<file path="src/rtl/pwm_multi_channel_pkg.sv">
// ---------------------------------------------------------------------------
// pwm_pkg: shared types and defaults for the multi-channel PWM generator.
//   pwm_state_e           : controller state (IDLE/RUN, plus UP/DOWN when
//                           PWM_CENTER_ALIGNED_EN is defined)
//   PWM_DEFAULT_WIDTH     : default counter/period/duty width
//   PWM_DEFAULT_CHANNELS  : default number of PWM outputs
// Optional feature macro: PWM_CENTER_ALIGNED_EN
// ---------------------------------------------------------------------------
package pwm_pkg;
    localparam int PWM_DEFAULT_WIDTH    = 16;
    localparam int PWM_DEFAULT_CHANNELS = 4;

`ifdef PWM_CENTER_ALIGNED_EN
    // RUN is the edge-aligned count; UP/DOWN are the two halves of a
    // center-aligned period.
    typedef enum logic [1:0] {IDLE, RUN, UP, DOWN} pwm_state_e;
`else
    typedef enum logic {IDLE, RUN} pwm_state_e;
`endif
endpackage

</file>
<file path="src/rtl/pwm_multi_channel_if.sv">
// ---------------------------------------------------------------------------
// pwm_multi_channel_if: control/status bundle of the PWM generator.
//   enable         : run the counter when high
//   period         : counter terminal value P
//   duty           : packed per-channel compare values, channel i at [i*WIDTH +: WIDTH]
//   load           : sample period/duty into the pending shadow registers
//   center         : center-aligned mode select (PWM_CENTER_ALIGNED_EN only)
//   update_pending : pending values captured, not yet applied
//   period_start   : one-cycle pulse on the first output cycle of a period
//   pwm_out        : PWM outputs
// modport master drives the controls, modport slave is the PWM block.
// Optional feature macro: PWM_CENTER_ALIGNED_EN
// ---------------------------------------------------------------------------
interface pwm_multi_channel_if #(
    parameter int WIDTH    = 16,
    parameter int CHANNELS = 4
);
    logic                      enable;
    logic [WIDTH-1:0]          period;
    logic [CHANNELS*WIDTH-1:0] duty;
    logic                      load;
`ifdef PWM_CENTER_ALIGNED_EN
    logic                      center;
`endif
    logic                      update_pending;
    logic                      period_start;
    logic [CHANNELS-1:0]       pwm_out;

`ifdef PWM_CENTER_ALIGNED_EN
    modport master (output enable, period, duty, load, center,
                    input  update_pending, period_start, pwm_out);
    modport slave  (input  enable, period, duty, load, center,
                    output update_pending, period_start, pwm_out);
`else
    modport master (output enable, period, duty, load,
                    input  update_pending, period_start, pwm_out);
    modport slave  (input  enable, period, duty, load,
                    output update_pending, period_start, pwm_out);
`endif
endinterface

</file>
<file path="src/rtl/pwm_compare_channel.sv">
// ---------------------------------------------------------------------------
// pwm_compare_channel: one PWM output lane.
//   clk, rst_n : clock, asynchronous active-low reset
//   i_run      : counter is running this cycle (output forced low otherwise)
//   i_apply    : load i_duty into the active duty register at this edge
//   i_cnt      : shared period counter
//   i_duty     : duty value to apply
//   o_pwm      : registered output, high while cnt < active duty
// ---------------------------------------------------------------------------
module pwm_compare_channel #(
    parameter int WIDTH = 16
) (
    input  logic             clk,
    input  logic             rst_n,
    input  logic             i_run,
    input  logic             i_apply,
    input  logic [WIDTH-1:0] i_cnt,
    input  logic [WIDTH-1:0] i_duty,
    output logic             o_pwm
);
    logic [WIDTH-1:0] r_duty;
    logic             r_pwm;
    logic             w_hit;

    assign w_hit = (i_cnt < r_duty);

    always_ff @(posedge clk or negedge rst_n) begin
        if (!rst_n) begin
            r_duty <= '0;
            r_pwm  <= 1'b0;
        end else begin
            if (i_apply) r_duty <= i_duty;
            r_pwm <= i_run & w_hit;
        end
    end

    assign o_pwm = r_pwm;
endmodule

</file>
<file path="src/rtl/pwm_multi_channel.sv">
// ---------------------------------------------------------------------------
// pwm_multi_channel: shared period counter driving CHANNELS duty comparators,
// with double-buffered period/duty updates applied at period boundaries.
//   clk, rst_n : clock, asynchronous active-low reset
//   bus        : pwm_multi_channel_if.slave (controls in, status/outputs out)
// Optional feature macro: PWM_CENTER_ALIGNED_EN (center-aligned up/down count)
// ---------------------------------------------------------------------------
module pwm_multi_channel
    import pwm_pkg::*;
#(
    parameter int WIDTH    = PWM_DEFAULT_WIDTH,
    parameter int CHANNELS = PWM_DEFAULT_CHANNELS
) (
    input  logic               clk,
    input  logic               rst_n,
    pwm_multi_channel_if.slave bus
);
    pwm_state_e                r_state, w_state_nxt, w_run_state;
    logic [WIDTH-1:0]          r_cnt, w_cnt_nxt;
    logic [WIDTH-1:0]          r_period, r_pend_period, w_period_app;
    logic [CHANNELS*WIDTH-1:0] r_pend_duty, w_duty_app;
    logic                      r_upd, r_pstart;
    logic                      w_run, w_wrap, w_apply;
    logic [CHANNELS-1:0]       w_pwm;

    // Dropping enable stops the count and the outputs on the very next edge.
    assign w_run   = (r_state != IDLE) && bus.enable;
    // IDLE applies at once; RUN waits for the last cycle of the period.
    // A load on that cycle bypasses the shadow registers.
    assign w_apply = (bus.load || r_upd) && ((r_state == IDLE) || w_wrap);
    assign w_period_app = bus.load ? bus.period : r_pend_period;
    assign w_duty_app   = bus.load ? bus.duty   : r_pend_duty;

`ifdef PWM_CENTER_ALIGNED_EN
    logic r_center, r_pend_center, w_center_app;
    // Mode of the period that starts after this edge.
    assign w_center_app = w_apply ? (bus.load ? bus.center : r_pend_center) : r_center;
    assign w_run_state  = w_center_app ? UP : RUN;

    always_ff @(posedge clk or negedge rst_n) begin
        if (!rst_n) begin
            r_center      <= 1'b0;
            r_pend_center <= 1'b0;
        end else begin
            r_center <= w_center_app;
            if (!w_apply && bus.load) r_pend_center <= bus.center;
        end
    end
`else
    assign w_run_state = RUN;
`endif

    // Last cycle of the period: the counter returns to 0 at the next edge.
    always_comb begin
        w_wrap = 1'b0;
        if (w_run) begin
            case (r_state)
                RUN:     w_wrap = (r_cnt == r_period);
`ifdef PWM_CENTER_ALIGNED_EN
                // P<=1 has no down-count half.
                UP:      w_wrap = (r_cnt == r_period) && (r_period <= WIDTH'(1));
                DOWN:    w_wrap = (r_cnt == WIDTH'(1));
`endif
                default: w_wrap = 1'b0;
            endcase
        end
    end

    always_comb begin
        w_state_nxt = r_state;
        w_cnt_nxt   = '0;
        if (r_state == IDLE) begin
            if (bus.enable) w_state_nxt = w_run_state;
        end else if (!bus.enable) begin
            w_state_nxt = IDLE;
        end else if (w_wrap) begin
            w_state_nxt = w_run_state;
        end else begin
            case (r_state)
`ifdef PWM_CENTER_ALIGNED_EN
                UP: begin
                    if (r_cnt == r_period) begin
                        w_state_nxt = DOWN;
                        w_cnt_nxt   = r_cnt - WIDTH'(1);
                    end else begin
                        w_cnt_nxt   = r_cnt + WIDTH'(1);
                    end
                end
                DOWN:    w_cnt_nxt = r_cnt - WIDTH'(1);
`endif
                default: w_cnt_nxt = r_cnt + WIDTH'(1);
            endcase
        end
    end

    always_ff @(posedge clk or negedge rst_n) begin
        if (!rst_n) begin
            r_state       <= IDLE;
            r_cnt         <= '0;
            r_period      <= '1;
            r_pend_period <= '0;
            r_pend_duty   <= '0;
            r_upd         <= 1'b0;
            r_pstart      <= 1'b0;
        end else begin
            r_state  <= w_state_nxt;
            r_cnt    <= w_cnt_nxt;
            r_pstart <= w_run && (r_cnt == '0);
            if (w_apply) begin
                r_period <= w_period_app;
                r_upd    <= 1'b0;
            end else if (bus.load) begin
                r_pend_period <= bus.period;
                r_pend_duty   <= bus.duty;
                r_upd         <= 1'b1;
            end
        end
    end

    for (genvar i = 0; i < CHANNELS; i++) begin : g_ch
        pwm_compare_channel #(.WIDTH(WIDTH)) u_ch (
            .clk     (clk),
            .rst_n   (rst_n),
            .i_run   (w_run),
            .i_apply (w_apply),
            .i_cnt   (r_cnt),
            .i_duty  (w_duty_app[i*WIDTH +: WIDTH]),
            .o_pwm   (w_pwm[i])
        );
    end

    assign bus.update_pending = r_upd;
    assign bus.period_start   = r_pstart;
    assign bus.pwm_out        = w_pwm;
endmodule

</file>
<file path="src/flat_wrapper.sv">
// flat-port wrapper written by rule: the top's interface ports become plain ports
module pwm_multi_channel_flat import pwm_pkg::*;
#(
    parameter int WIDTH    = PWM_DEFAULT_WIDTH,
    parameter int CHANNELS = PWM_DEFAULT_CHANNELS
)
  (clk, rst_n, bus_enable, bus_period, bus_duty, bus_load, bus_update_pending, bus_period_start, bus_pwm_out);
  pwm_multi_channel_if #(.WIDTH(WIDTH), .CHANNELS(CHANNELS)) bus_i ();
  input  logic clk;
  input  logic rst_n;
  input wire logic [$bits(bus_i.enable)-1:0] bus_enable;
  input wire logic [$bits(bus_i.period)-1:0] bus_period;
  input wire logic [$bits(bus_i.duty)-1:0] bus_duty;
  input wire logic [$bits(bus_i.load)-1:0] bus_load;
  output wire logic [$bits(bus_i.update_pending)-1:0] bus_update_pending;
  output wire logic [$bits(bus_i.period_start)-1:0] bus_period_start;
  output wire logic [$bits(bus_i.pwm_out)-1:0] bus_pwm_out;
  assign bus_i.enable = bus_enable;
  assign bus_i.period = bus_period;
  assign bus_i.duty = bus_duty;
  assign bus_i.load = bus_load;
  assign bus_update_pending = bus_i.update_pending;
  assign bus_period_start = bus_i.period_start;
  assign bus_pwm_out = bus_i.pwm_out;
  pwm_multi_channel #(.WIDTH(WIDTH), .CHANNELS(CHANNELS)) u_core (.clk(clk), .rst_n(rst_n), .bus(bus_i));
endmodule
</file>
<file path="config.mk">
export PLATFORM = sky130hd
export DESIGN_NAME = pwm_multi_channel_flat
export DESIGN_NICKNAME = d
export VERILOG_FILES = /design/src/rtl/pwm_multi_channel_pkg.sv /design/src/rtl/pwm_multi_channel_if.sv /design/src/rtl/pwm_compare_channel.sv /design/src/rtl/pwm_multi_channel.sv /design/src/flat_wrapper.sv
export SDC_FILE = /design/constraint.sdc
export NUM_CORES = 1
export LEC_CHECK = 0
export ABC_AREA = 1
export BUFFER_PORTS_ARGS = -buffer_cell sky130_fd_sc_hd__buf_2
export CORE_MARGIN = 10
export CORE_UTILIZATION = 29
export CTS_CLUSTER_SIZE = 28
export DETAILED_ROUTE_END_ITERATION = 8
export SLEW_MARGIN = 25
export SYNTH_ARGS = -nofsm -noshare
export SYNTH_HDL_FRONTEND = slang
export SYNTH_SLANG_ARGS = --single-unit
</file>
<file path="constraint.sdc">
create_clock -name clk -period 1.9 [get_ports clk]
set_input_delay 0.19 -clock clk [delete_from_list [all_inputs] [get_ports clk]]
set_output_delay 0.19 -clock clk [all_outputs]
set_load 0.01 [all_outputs]
</file>
==> results of run 1 <==
==> cell usage after synthesis <==
cell type and count:
sky130_fd_sc_hd__nand2_1 668, sky130_fd_sc_hd__nand3_1 175, sky130_fd_sc_hd__dfrtp_1 167, sky130_fd_sc_hd__inv_1 106
sky130_fd_sc_hd__ha_1 62, sky130_fd_sc_hd__nor2_1 39, sky130_fd_sc_hd__clkbuf_1 38, sky130_fd_sc_hd__a21oi_1 31
sky130_fd_sc_hd__buf_4 23, sky130_fd_sc_hd__dfstp_2 16, sky130_fd_sc_hd__o21ai_0 16, sky130_fd_sc_hd__nor3_1 12
sky130_fd_sc_hd__buf_2 8, sky130_fd_sc_hd__inv_2 7, sky130_fd_sc_hd__a211oi_1 5, sky130_fd_sc_hd__nand4_1 4
sky130_fd_sc_hd__nor3b_1 3, sky130_fd_sc_hd__xor2_1 3, sky130_fd_sc_hd__a31oi_1 2, sky130_fd_sc_hd__buf_1 2
sky130_fd_sc_hd__buf_6 2, sky130_fd_sc_hd__nand2_2 2, sky130_fd_sc_hd__nor4_1 1
==> sequential cells by signal (all words and copies together) (netlist names) <==
| register | cells |
|---|---|
| u_core.bus.period_start | 1 |
| u_core.bus.update_pending | 1 |
| u_core.g_ch.u_ch.o_pwm | 4 |
| u_core.g_ch.u_ch.r_duty | 64 |
| u_core.r_cnt | 16 |
| u_core.r_pend_duty | 64 |
| u_core.r_pend_period | 16 |
| u_core.r_period | 16 |
| u_core.r_state | 1 |
==> cells by family after synthesis <==
group                    count (synthesis)  share of synthesized area [%]
XOR/XNOR                                 3                          0.259
adder cells (fa/ha/maj)                 62                           7.64
AO/OA/AOI/OAI                           54                           2.81
AND/OR/NAND/NOR                        904                           36.0
buffers and inverters                  186                           7.97
flip-flops                             183                           45.3
==> power groups by stage <==
stage / registers, W / clock network (W) / logic [W]
5_1_grt: 0.00482 / 0.00362 / 0.00224
4_1_cts: 0.00475 / 0.00348 / 0.00192
2_1_floorplan: 0.00475 / 0 / 0.00132
3_3_place_gp: 0.00480 / 0 / 0.00184
3_5_place_dp: 0.00483 / 0 / 0.00188
6_report: 0.00476 / 0.00340 / 0.00190
==> worst max-delay path, stage by stage, from the launching register on <==
cell,delay [ns]
sky130_fd_sc_hd__dfstp_2,0.54
sky130_fd_sc_hd__inv_1,0.04
sky130_fd_sc_hd__nand2_1,0.05
sky130_fd_sc_hd__nand2_1,0.05
sky130_fd_sc_hd__nor2_1,0.14
sky130_fd_sc_hd__nand2_1,0.08
sky130_fd_sc_hd__nor2_2,0.12
sky130_fd_sc_hd__nand3_2,0.15
sky130_fd_sc_hd__nand2_8,0.15
sky130_fd_sc_hd__nand2_4,0.10
sky130_fd_sc_hd__buf_12,0.21
sky130_fd_sc_hd__nand2_1,0.09
sky130_fd_sc_hd__nand2_1,0.05
==> final timing paths <==
path	startpoint	to	slack [ns]
setup / recovery	u_core.r_period[12]	u_core.g_ch[2].u_ch.r_duty[7]	-0.001
hold reg to reg	u_core.g_ch[2].u_ch.r_duty[1]	u_core.g_ch[2].u_ch.r_duty[1]	0.47
hold / removal	bus_duty[16]	u_core.r_pend_duty[16]	0.07
max in group asynchronous	rst_n	u_core.r_period[7]	0.85
min in group asynchronous	rst_n	u_core.g_ch[3].u_ch.r_duty[9]	0.28
setup reg to reg	u_core.r_period[12]	u_core.g_ch[2].u_ch.r_duty[7]	-0.001
==> stage by stage <==
stage	utilization (%)	setup slack, ns	std cells	hold slack, ns
after floorplan	-	0.190	1392	-0.106
after global placement	32.8	0.0116	1914	0.175
after detailed placement	32.8	-0.0229	1914	0.177
after CTS	34.5	-0.0407	1948	0.0709
after global routing	34.8	-0.153	1949	0.0949
final	34.8	-0.00122	1949	0.0745
==> metal layers <==
layer | share of wire [%] | wire length (µm) | vias to the layer above | track usage [%]
li1 | - | - | 4543 | -
met1 | 47 | 13300 | 4222 | 17.5
met2 | 47 | 13300 | 159 | 20.9
met3 | 4.0 | 1120 | 15 | 2.29
met4 | 1.1 | 295 | 0 | 2.76
met5 | 0 | 0 | - | 0
==> placed cells by master, fill, tap and decap left out, types with 9 or more instances in the layout <==
master and n:
sky130_fd_sc_hd__ha_1 62, sky130_fd_sc_hd__nor3_1 11, sky130_fd_sc_hd__buf_4 41, sky130_fd_sc_hd__nand3_1 173, sky130_fd_sc_hd__buf_12 9, sky130_fd_sc_hd__buf_2 88
sky130_fd_sc_hd__a21oi_1 30, sky130_fd_sc_hd__clkbuf_16 18, sky130_fd_sc_hd__inv_1 104, sky130_fd_sc_hd__nand2_1 666, sky130_fd_sc_hd__dfrtp_1 164, sky130_fd_sc_hd__dfstp_2 16
sky130_fd_sc_hd__nor2_1 35, sky130_fd_sc_hd__o21ai_0 15, sky130_fd_sc_hd__inv_2 9
==> cell type report <==
| type | instances | share of cell area [%] |
|---|---|---|
| Clock inverter | 11 | 0.844 |
| Sequential cell | 183 | 38.3 |
| Clock buffer | 19 | 3.69 |
| Timing Repair Buffer | 145 | 8.88 |
| Inverter | 113 | 3.53 |
| Tap cell | 455 | 4.74 |
| Multi-Input combinational cell | 1023 | 40.0 |
==> timing repair <==
action / in CTS / in global routing
endpoints found under the setup margin: 20 / 165
cloned: 1 / 1
pin swaps: 2 / 1
endpoints found under the hold margin: 40 / 0
resized for setup: 2 / 18
hold buffers: 2 / 0
setup buffers: 1 / 0
==> results.json, run 1 <==
{
  "mappedNetlistArea_um2": 10200,
  "yosys_warnings": 0,
  "clock-sinks": 183,
  "layout.area.seq_um2": 4600,
  "fin_tns_setup_ns": -0.00122,
  "failed_checks": "setup timing",
  "cts.path.max_buffers": 2,
  "seq_power_share_pct": 47.3,
  "initial_antenna_violation_count": 0,
  "period_minus_slack_ns": 1.90,
  "max_capacitance_violation_count": 0,
  "gp_congestion": 0.868,
  "design.portCount": 90,
  "power.total_w": 0.0101,
  "filler_cell_count": 3694,
  "hold_path.class": "in -> reg",
  "clock-skew-final_ns": 0.0164,
  "power.static_leakage_nw": 6.67,
  "synth_seq_area_share_pct": 45.3,
  "synth-seq-cells": 183,
  "crit_type": "reg -> reg",
  "worstSetupEndpointType": "flip-flop",
  "pwr_density_cell_nw_per_um2": 837,
  "switching_share_pct": 30.3,
  "setup_violations": 1,
  "cp-start-kind": "flip-flop",
  "first_global_vias": 8748,
  "drive_gt1_share_pct": 14.3,
  "synth_top_area_cell": "sky130_fd_sc_hd__dfrtp_1",
  "die_h_um": 207,
  "timing.critical_path.arrival_ns": 2.21,
  "dominant_cells_by_area_after_synthesis": "sky130_fd_sc_hd__dfrtp_1 (41%), sky130_fd_sc_hd__nand2_1 (25%), sky130_fd_sc_hd__nand3_1 (8.6%), sky130_fd_sc_hd__ha_1 (7.6%), sky130_fd_sc_hd__dfstp_2 (4.1%)",
  "slew_viol_final": 0,
  "synth_largest_type_area_fraction_pct": 41.2,
  "share_clk_of_total_power_pct": 33.8,
  "htreeDepth": 4,
  "worst-path-max-fanout": 58,
  "cts-buffers-inserted": 17,
  "globalRoute.totalOverflow": 0,
  "multiInputGateArea_um2": 4810,
  "grt_start_max_net_pins": 97,
  "achievable-frequency_ghz": 0.526,
  "min_period_over_period_pct": 100,
  "global_route.usage.total_pct": 12.9,
  "worst-slew-pin-transition_ns": 1.01,
  "per_instance_average_area_after_synthesis_um2": 7.29,
  "synthCells": 1392,
  "drtAntennaViolNets": 0,
  "worst_skew_pair.late_latency_ns": 0.44,
  "design.die.area_um2": 42900,
  "first_iter_violations": 772,
  "areaGrowthSynthToFinish_pct": 18.3,
  "wl_per_cell_um": 14.4,
  "cts_tree": "done",
  "path_clk_slew_ns": 0.07,
  "core_area_um2": 34500,
  "max_slew_margin_pct": 32.7,
  "grt_first_pass_wirelength_um": 46300,
  "ir_worst_vdd_mv": 0.620,
  "placed_cell_area_um2": 11300,
  "power_report.internal_total_w": 0.00701,
  "master_cell_of_the_clock_root_buffer": "sky130_fd_sc_hd__clkbuf_16",
  "die_x_um": 207,
  "drt_wl_total_um": 28100,
  "critical_path_required_ns": 2.21,
  "final_cell_area_um2": 12000,
  "number_of_core_rows": 68,
  "via_per_inst": 4.59,
  "share_comb_of_total_power_pct": 18.9,
  "antennaDiodeCount": 0,
  "initial_utilization_pct": 29.4,
  "ff2ff_path_depth": 12,
  "rsz0062_at_grt": "true",
  "vias": 8939,
  "worst_hold_path.num_cells": 5,
  "dp_hpwl_um": 19200,
  "yosysUniqueCellTypes": 23,
  "outcome": "complete, but fails checks",
  "p_sw_w": 0.00304,
  "port-buffer-count": 89,
  "postLayoutSetupSlackWorst_ns": -0.00122,
  "synth.net_count": 1538,
  "pre_antenna_drt_iters": 5,
  "final_net_count": 1629,
  "drc_errors": 0,
  "report.final.hold_viol_count": 0
}
Note: power is estimated with default switching activity, not from simulation.
==> inputs of run 2 (changes only) <==
CORE_UTILIZATION = 60   (was 29)
PLACE_DENSITY = 0.8   (was default)
==> run 2 against run 1 <==
Compared with the run above:
- the flow still finishes with violations (setup timing)
- first-iteration DRC count is 1.8% lower
- wire length fell by 5.8%
- sequential cell count unchanged
- total power increased by 5.5%
- core utilization grew 38 points
- fmax is 3.4% lower
- clock power increased by 11%
- largest cell class unchanged
==> results.json, run 2 (synthesis results as in run 1) <==
{
  "layout.cells.most_common": "sky130_fd_sc_hd__nand2_1",
  "htreeDepth": 4,
  "worst_skew_pair.late_latency_ns": 0.44,
  "cts_tree": "done",
  "grt_start_max_net_pins": 86,
  "critical-path-top-delay-family": "simple AND/OR/NAND/NOR gates",
  "final_net_count": 1641,
  "pwr_density_cell_nw_per_um2": 877,
  "final_cell_area_um2": 12100,
  "preCtsSetupSlack_ns": -0.00679,
  "regToRegStartpoint": "u_core.r_period[8]",
  "antennaDiodeCount": 0,
  "max_capacitance_violation_count": 0,
  "timing.critical_path.arrival_ns": 2.29,
  "power.total_w": 0.0106,
  "placed_cell_area_um2": 11100,
  "globalRoute.totalOverflow": 0,
  "cp-startpoint": "u_core.r_period[8]",
  "outcome": "complete, but fails checks",
  "clock-skew-final_ns": 0.00583,
  "clock-sinks": 183,
  "first_global_vias": 9053,
  "placed_cells_incl_taps": 1685,
  "period_minus_slack_ns": 1.97,
  "die_h_um": 150,
  "drc_errors": 0,
  "postLayoutSetupSlackWorst_ns": -0.0684,
  "number_of_core_rows": 47,
  "critical_path_required_ns": 2.22,
  "first_iter_violations": 758,
  "port-buffer-count": 89,
  "drt_wl_total_um": 26400,
  "report.final.hold_viol_count": 0,
  "dp_hpwl_um": 17300,
  "cpMaxStageDelayCell": "sky130_fd_sc_hd__dfstp_2",
  "worst-path-max-fanout": 37,
  "timing.critical_path.buf_inv": 2,
  "power.static_leakage_nw": 6.83,
  "mostFrequentLayoutCells": "sky130_fd_sc_hd__nand2_1 (646), sky130_fd_sc_hd__nand3_1 (169), sky130_fd_sc_hd__dfrtp_1 (164)",
  "pre_antenna_drt_iters": 5,
  "achievable-frequency_ghz": 0.508,
  "initial_antenna_violation_count": 0,
  "cp-start-kind": "flip-flop",
  "core_area_um2": 16600,
  "fin_cells": 1728,
  "grt_first_pass_wirelength_um": 42900,
  "worst_path_largest_cell_delay_ns": 0.56,
  "drtAntennaViolNets": 0,
  "path_clk_slew_ns": 0.07,
  "crit_type": "reg -> reg",
  "design.portCount": 90,
  "ir_worst_vdd_mv": 0.690,
  "areaGrowthSynthToFinish_pct": 19.1,
  "worstSetupEndpointType": "flip-flop",
  "min_period_over_period_pct": 104,
  "setup_violations": 143,
  "slew_viol_final": 0,
  "failed_checks": "setup timing",
  "drive_gt1_share_pct": 16.6,
  "worst-slew-pin-transition_ns": 0.503,
  "top_regs": "u_core.g_ch.u_ch.r_duty (64), u_core.r_pend_duty (64)",
  "die_x_um": 150,
  "critical_path.cell_chain": "inv_1, nand2_1, nand2_1, nor2_1, nand2_1, nor2_2, nand3_2, nand2_8, nand2_8, buf_12, nand2_1, nand2_1",
  "global_route.usage.total_pct": 23.3,
  "master_cell_of_the_clock_root_buffer": "sky130_fd_sc_hd__clkbuf_16",
  "initial_utilization_pct": 61.2,
  "rsz0062_at_grt": "true",
  "hold_path.class": "in -> reg",
  "vias": 9426,
  "hold_path_startpoint": "bus_duty[41]",
  "via_per_inst": 5.45,
  "gp_congestion": 0.983,
  "cts.path.max_buffers": 2,
  "wl_per_cell_um": 15.3,
  "cts-buffers-inserted": 17,
  "crit_top_cell": "sky130_fd_sc_hd__nand2_1",
  "design.die.area_um2": 22500,
  "max_slew_margin_pct": 66.5
}
==> run 2: cell types whose count changed in the layout (fill, tap and decap cells not counted), moves of 2 or more <==
cell,change
sky130_fd_sc_hd__inv_2,+2
sky130_fd_sc_hd__bufinv_16,+2
sky130_fd_sc_hd__buf_12,+4
sky130_fd_sc_hd__nand2_1,-20
sky130_fd_sc_hd__inv_1,-2
sky130_fd_sc_hd__nand3_1,-4
sky130_fd_sc_hd__buf_4,+3
sky130_fd_sc_hd__clkinv_2,-3
sky130_fd_sc_hd__nand2_2,+18
sky130_fd_sc_hd__clkbuf_8,+3
sky130_fd_sc_hd__clkbuf_16,+5
sky130_fd_sc_hd__nand3_2,+4
==> run 2: area by class of cell <==
type | instances | area [µm²]
multi-input combinational | 1023 | 4880
sequential | 183 | 4600
fill | 1247 | 4490
timing repair buffer | 157 | 1280
clock buffer | 23 | 488
inverter | 113 | 424
tap | 220 | 275
clock inverter | 9 | 138
==> run 2: repair_timing <==
action                                  in CTS  in global routing
cloned                                       0                  6
hold buffers                                 2                  0
endpoints found under the setup margin     112                165
hold endpoints to repair                    39                  0
pin swaps                                    0                  8
buffers inserted                             0                  3
resized for setup                            3                 44
==> run 2: final timing paths <==
path                                             endpoint  slack (ns)  depth (start not counted)
max in group asynchronous              u_core.r_period[8]        0.95                          3
max reg2reg                u_core.g_ch[0].u_ch.r_duty[14]       -0.07                         12
min in group asynchronous          u_core.r_pend_duty[58]        0.27                          2
min reg2reg                            u_core.r_period[9]        0.47                          2
max                        u_core.g_ch[0].u_ch.r_duty[14]       -0.07                         12
min                                u_core.r_pend_duty[41]        0.07                          5
==> run 2: routing by layer <==
| metal | vias up | share of wire [%] | GRT usage, % |
|---|---|---|---|
| met1 | 4478 | 43 | 29.8 |
| met5 | - | 0 | 0 |
| met3 | 59 | 6.2 | 4.53 |
| met2 | 314 | 49 | 38.2 |
| li1 | 4575 | - | - |
| met4 | 0 | 2.5 | 8.70 |
==> run 2: where the power goes <==
group,internal [W],switching [W]
Sequential,0.00446,0.000334
Clock,0.00222,0.00154
Combinational,0.000795,0.00124
==> run 2: per-stage QoR <==
stage	TNS, ns	hold WS, ns	util [%]
3_5_place_dp	-0.0217	0.180	67.1
5_1_grt	-21.18	0.0886	72.9
6_report	-4.12	0.0651	72.9
4_1_cts	0	0.0599	71.0
3_3_place_gp	0	0.179	67.1
2_1_floorplan	0	-0.106	-
==> run 2: worst register-to-register path, stage by stage, from the launching register on <==
cell	delay, ns
sky130_fd_sc_hd__dfstp_2	0.56
sky130_fd_sc_hd__inv_1	0.05
sky130_fd_sc_hd__nand2_1	0.06
sky130_fd_sc_hd__nand2_1	0.05
sky130_fd_sc_hd__nor2_1	0.12
sky130_fd_sc_hd__nand2_1	0.09
sky130_fd_sc_hd__nor2_2	0.15
sky130_fd_sc_hd__nand3_2	0.15
sky130_fd_sc_hd__nand2_8	0.15
sky130_fd_sc_hd__nand2_8	0.12
sky130_fd_sc_hd__buf_12	0.21
sky130_fd_sc_hd__nand2_1	0.10
sky130_fd_sc_hd__nand2_1	0.06
==> inputs of run 3 (changes only) <==
CTS_BUF_LIST = sky130_fd_sc_hd__clkbuf_8 sky130_fd_sc_hd__clkbuf_16   (was default)
==> run 3 against run 2 <==
Compared with the run above:
- the flow still finishes with violations (setup timing)
- global-route usage unchanged
- total power increased by 0.15%
- clock-buffer cell count decreased by 2
- sequential cell count unchanged
- largest cell class unchanged
- largest power group unchanged
- highest routed layer unchanged
==> results.json, run 3 (synthesis results as in run 1) <==
{
  "grt_start_max_net_pins": 86,
  "grt_first_pass_wirelength_um": 42900,
  "p_sw_w": 0.00313,
  "report.final.hold_viol_count": 0,
  "outcome": "complete, but fails checks",
  "worst-slew-pin-transition_ns": 0.507,
  "ir_worst_vdd_mv": 0.762,
  "port-buffer-count": 89,
  "fin_tns_setup_ns": -7.42,
  "cts-buffers-inserted": 17,
  "slew_viol_final": 0,
  "vias": 9468,
  "path_clk_slew_ns": 0.07,
  "design.portCount": 90,
  "min_period_over_period_pct": 104,
  "clock-sinks": 183,
  "critical_path.cell_chain": "inv_1, nand2_1, nand2_1, nor2_1, nand2_1, nor2_2, nand3_2, nand2_8, buf_12, clkbuf_16, nand3_1, nand2_1",
  "drive_gt1_share_pct": 16.0,
  "max_slew_margin_pct": 66.2,
  "drt_wl_total_um": 27200,
  "global_route.usage.total_pct": 23.3,
  "max_capacitance_violation_count": 0,
  "top_regs": "u_core.g_ch.u_ch.r_duty (64), u_core.r_pend_duty (64)",
  "timing.critical_path.arrival_ns": 2.36,
  "pre_antenna_drt_iters": 5,
  "switching_share_pct": 29.5,
  "gp_congestion": 0.983,
  "design.die.area_um2": 22500,
  "layout.cells.most_common": "sky130_fd_sc_hd__nand2_1",
  "worst_skew_pair.late_latency_ns": 0.44,
  "first_global_vias": 9053,
  "via_per_inst": 5.47,
  "cts.path.max_buffers": 2,
  "crit_top_cell": "sky130_fd_sc_hd__nand2_1",
  "initial_utilization_pct": 61.2,
  "drc_errors": 0,
  "mostFrequentLayoutCells": "sky130_fd_sc_hd__nand2_1 (655), sky130_fd_sc_hd__nand3_1 (172), sky130_fd_sc_hd__dfrtp_1 (164)",
  "postLayoutSetupSlackWorst_ns": -0.0836,
  "share_comb_of_total_power_pct": 19.4,
  "power.static_leakage_nw": 6.87,
  "setup_violations": 160,
  "failed_checks": "setup timing",
  "critical_path_required_ns": 2.27,
  "power_report.internal_total_w": 0.00748,
  "initial_antenna_violation_count": 0,
  "achievable-frequency_ghz": 0.504,
  "die_h_um": 150,
  "crit_type": "reg -> reg",
  "preCtsSetupSlack_ns": -0.00679,
  "die_x_um": 150,
  "wl_per_cell_um": 15.7,
  "drtAntennaViolNets": 0,
  "htreeDepth": 4,
  "worst-path-max-fanout": 10,
  "final_net_count": 1645,
  "share_clk_of_total_power_pct": 35.4,
  "master_cell_of_the_clock_root_buffer": "sky130_fd_sc_hd__clkbuf_16",
  "core_area_um2": 16600,
  "hold_path.class": "in -> reg",
  "cp-start-kind": "flip-flop",
  "number_of_core_rows": 47,
  "seq_power_share_pct": 45.2,
  "antennaDiodeCount": 0,
  "worst_path_largest_cell_delay_ns": 0.58,
  "worstSetupEndpointType": "flip-flop",
  "dp_hpwl_um": 17300,
  "first_iter_violations": 785,
  "cts_tree": "done",
  "cpMaxStageDelayCell": "sky130_fd_sc_hd__dfstp_2",
  "clock-skew-final_ns": 0.00623,
  "pwr_density_cell_nw_per_um2": 875,
  "areaGrowthSynthToFinish_pct": 19.5,
  "globalRoute.totalOverflow": 0,
  "rsz0062_at_grt": "true",
  "period_minus_slack_ns": 1.98
}
==> run 3: cell count changes in the layout (fill, tap and decap cells not counted), moves of 2 or more <==
cell	change
sky130_fd_sc_hd__clkbuf_1	-2
sky130_fd_sc_hd__nand2_2	-8
sky130_fd_sc_hd__nand2_1	+9
sky130_fd_sc_hd__nand3_2	-3
sky130_fd_sc_hd__buf_12	+2
sky130_fd_sc_hd__nand3_1	+3
sky130_fd_sc_hd__inv_1	+2
==> run 3: power by group through the flow <==
stage               Sequential (W)  Combinational, W  Clock [W]
floorplan                  0.00475           0.00132          0
global placement           0.00481           0.00180          0
detailed placement         0.00483           0.00190          0
CTS                        0.00477           0.00194    0.00378
global route               0.00485           0.00236    0.00395
finish                     0.00480           0.00206    0.00376
==> run 3: critical path, delay by kind of cell, from the launching register on <==
kind | cells | cell delay (ns)
and+or+nand+nor | 9 | 0.96
DFF | 1 | 0.58
buffers and inverters | 3 | 0.38
==> run 3: metrics by stage <==
step,utilization (%),total power [W],instance area (µm²),hold WS (ns),cells
global route,73.2,0.0112,12100,0.0899,1732
CTS,71.0,0.0105,11800,0.0599,1719
detailed placement,67.1,0.00672,11100,0.180,1685
global placement,67.1,0.00661,11100,0.179,1685
finish,73.2,0.0106,12100,0.0640,1732
floorplan,-,0.00607,10200,-0.106,1392
==> run 3: metal layers <==
layer | share of wire [%] | vias to the layer above | track usage, %
met3 | 5.5 | 58 | 4.53
met2 | 49 | 286 | 38.2
li1 | - | 4587 | -
met4 | 2.2 | 0 | 8.70
met1 | 43 | 4537 | 29.8
met5 | 0 | - | 0
==> run 3: timing repair <==
item                                    CTS  global route
pin swaps                                 0             9
endpoints found under the hold margin    39             0
gates cloned                              0             8
endpoints found under the setup margin  112           165
buffers inserted                          0             5
gates resized for setup                   3            35
hold buffers                              2             0
==> run 3: layout make-up <==
cell class              instances  area [µm²]
well taps                     220         275
flip-flops and latches        183        4600
inverters                     113         424
clock buffers                  21         480
multi-input cells            1023        4840
repair buffers                161        1360
clock inverters                11         145
fillers                      1232        4450
==> run 3: worst paths after layout <==
| kind | start | slack (ns) | to | cells past startpoint |
|---|---|---|---|---|
| min in group asynchronous | rst_n | 0.27 | u_core.r_pend_duty[54] | 2 |
| worst max register to register | u_core.r_period[8] | -0.08 | u_core.g_ch[2].u_ch.r_duty[5] | 12 |
| worst min register to register | u_core.r_period[7] | 0.47 | u_core.r_period[7] | 2 |
| worst max-delay path | u_core.r_period[8] | -0.08 | u_core.g_ch[2].u_ch.r_duty[5] | 12 |
| worst min-delay path | bus_duty[41] | 0.06 | u_core.r_pend_duty[41] | 5 |
| max in group asynchronous | rst_n | 0.95 | u_core.r_period[6] | 3 |
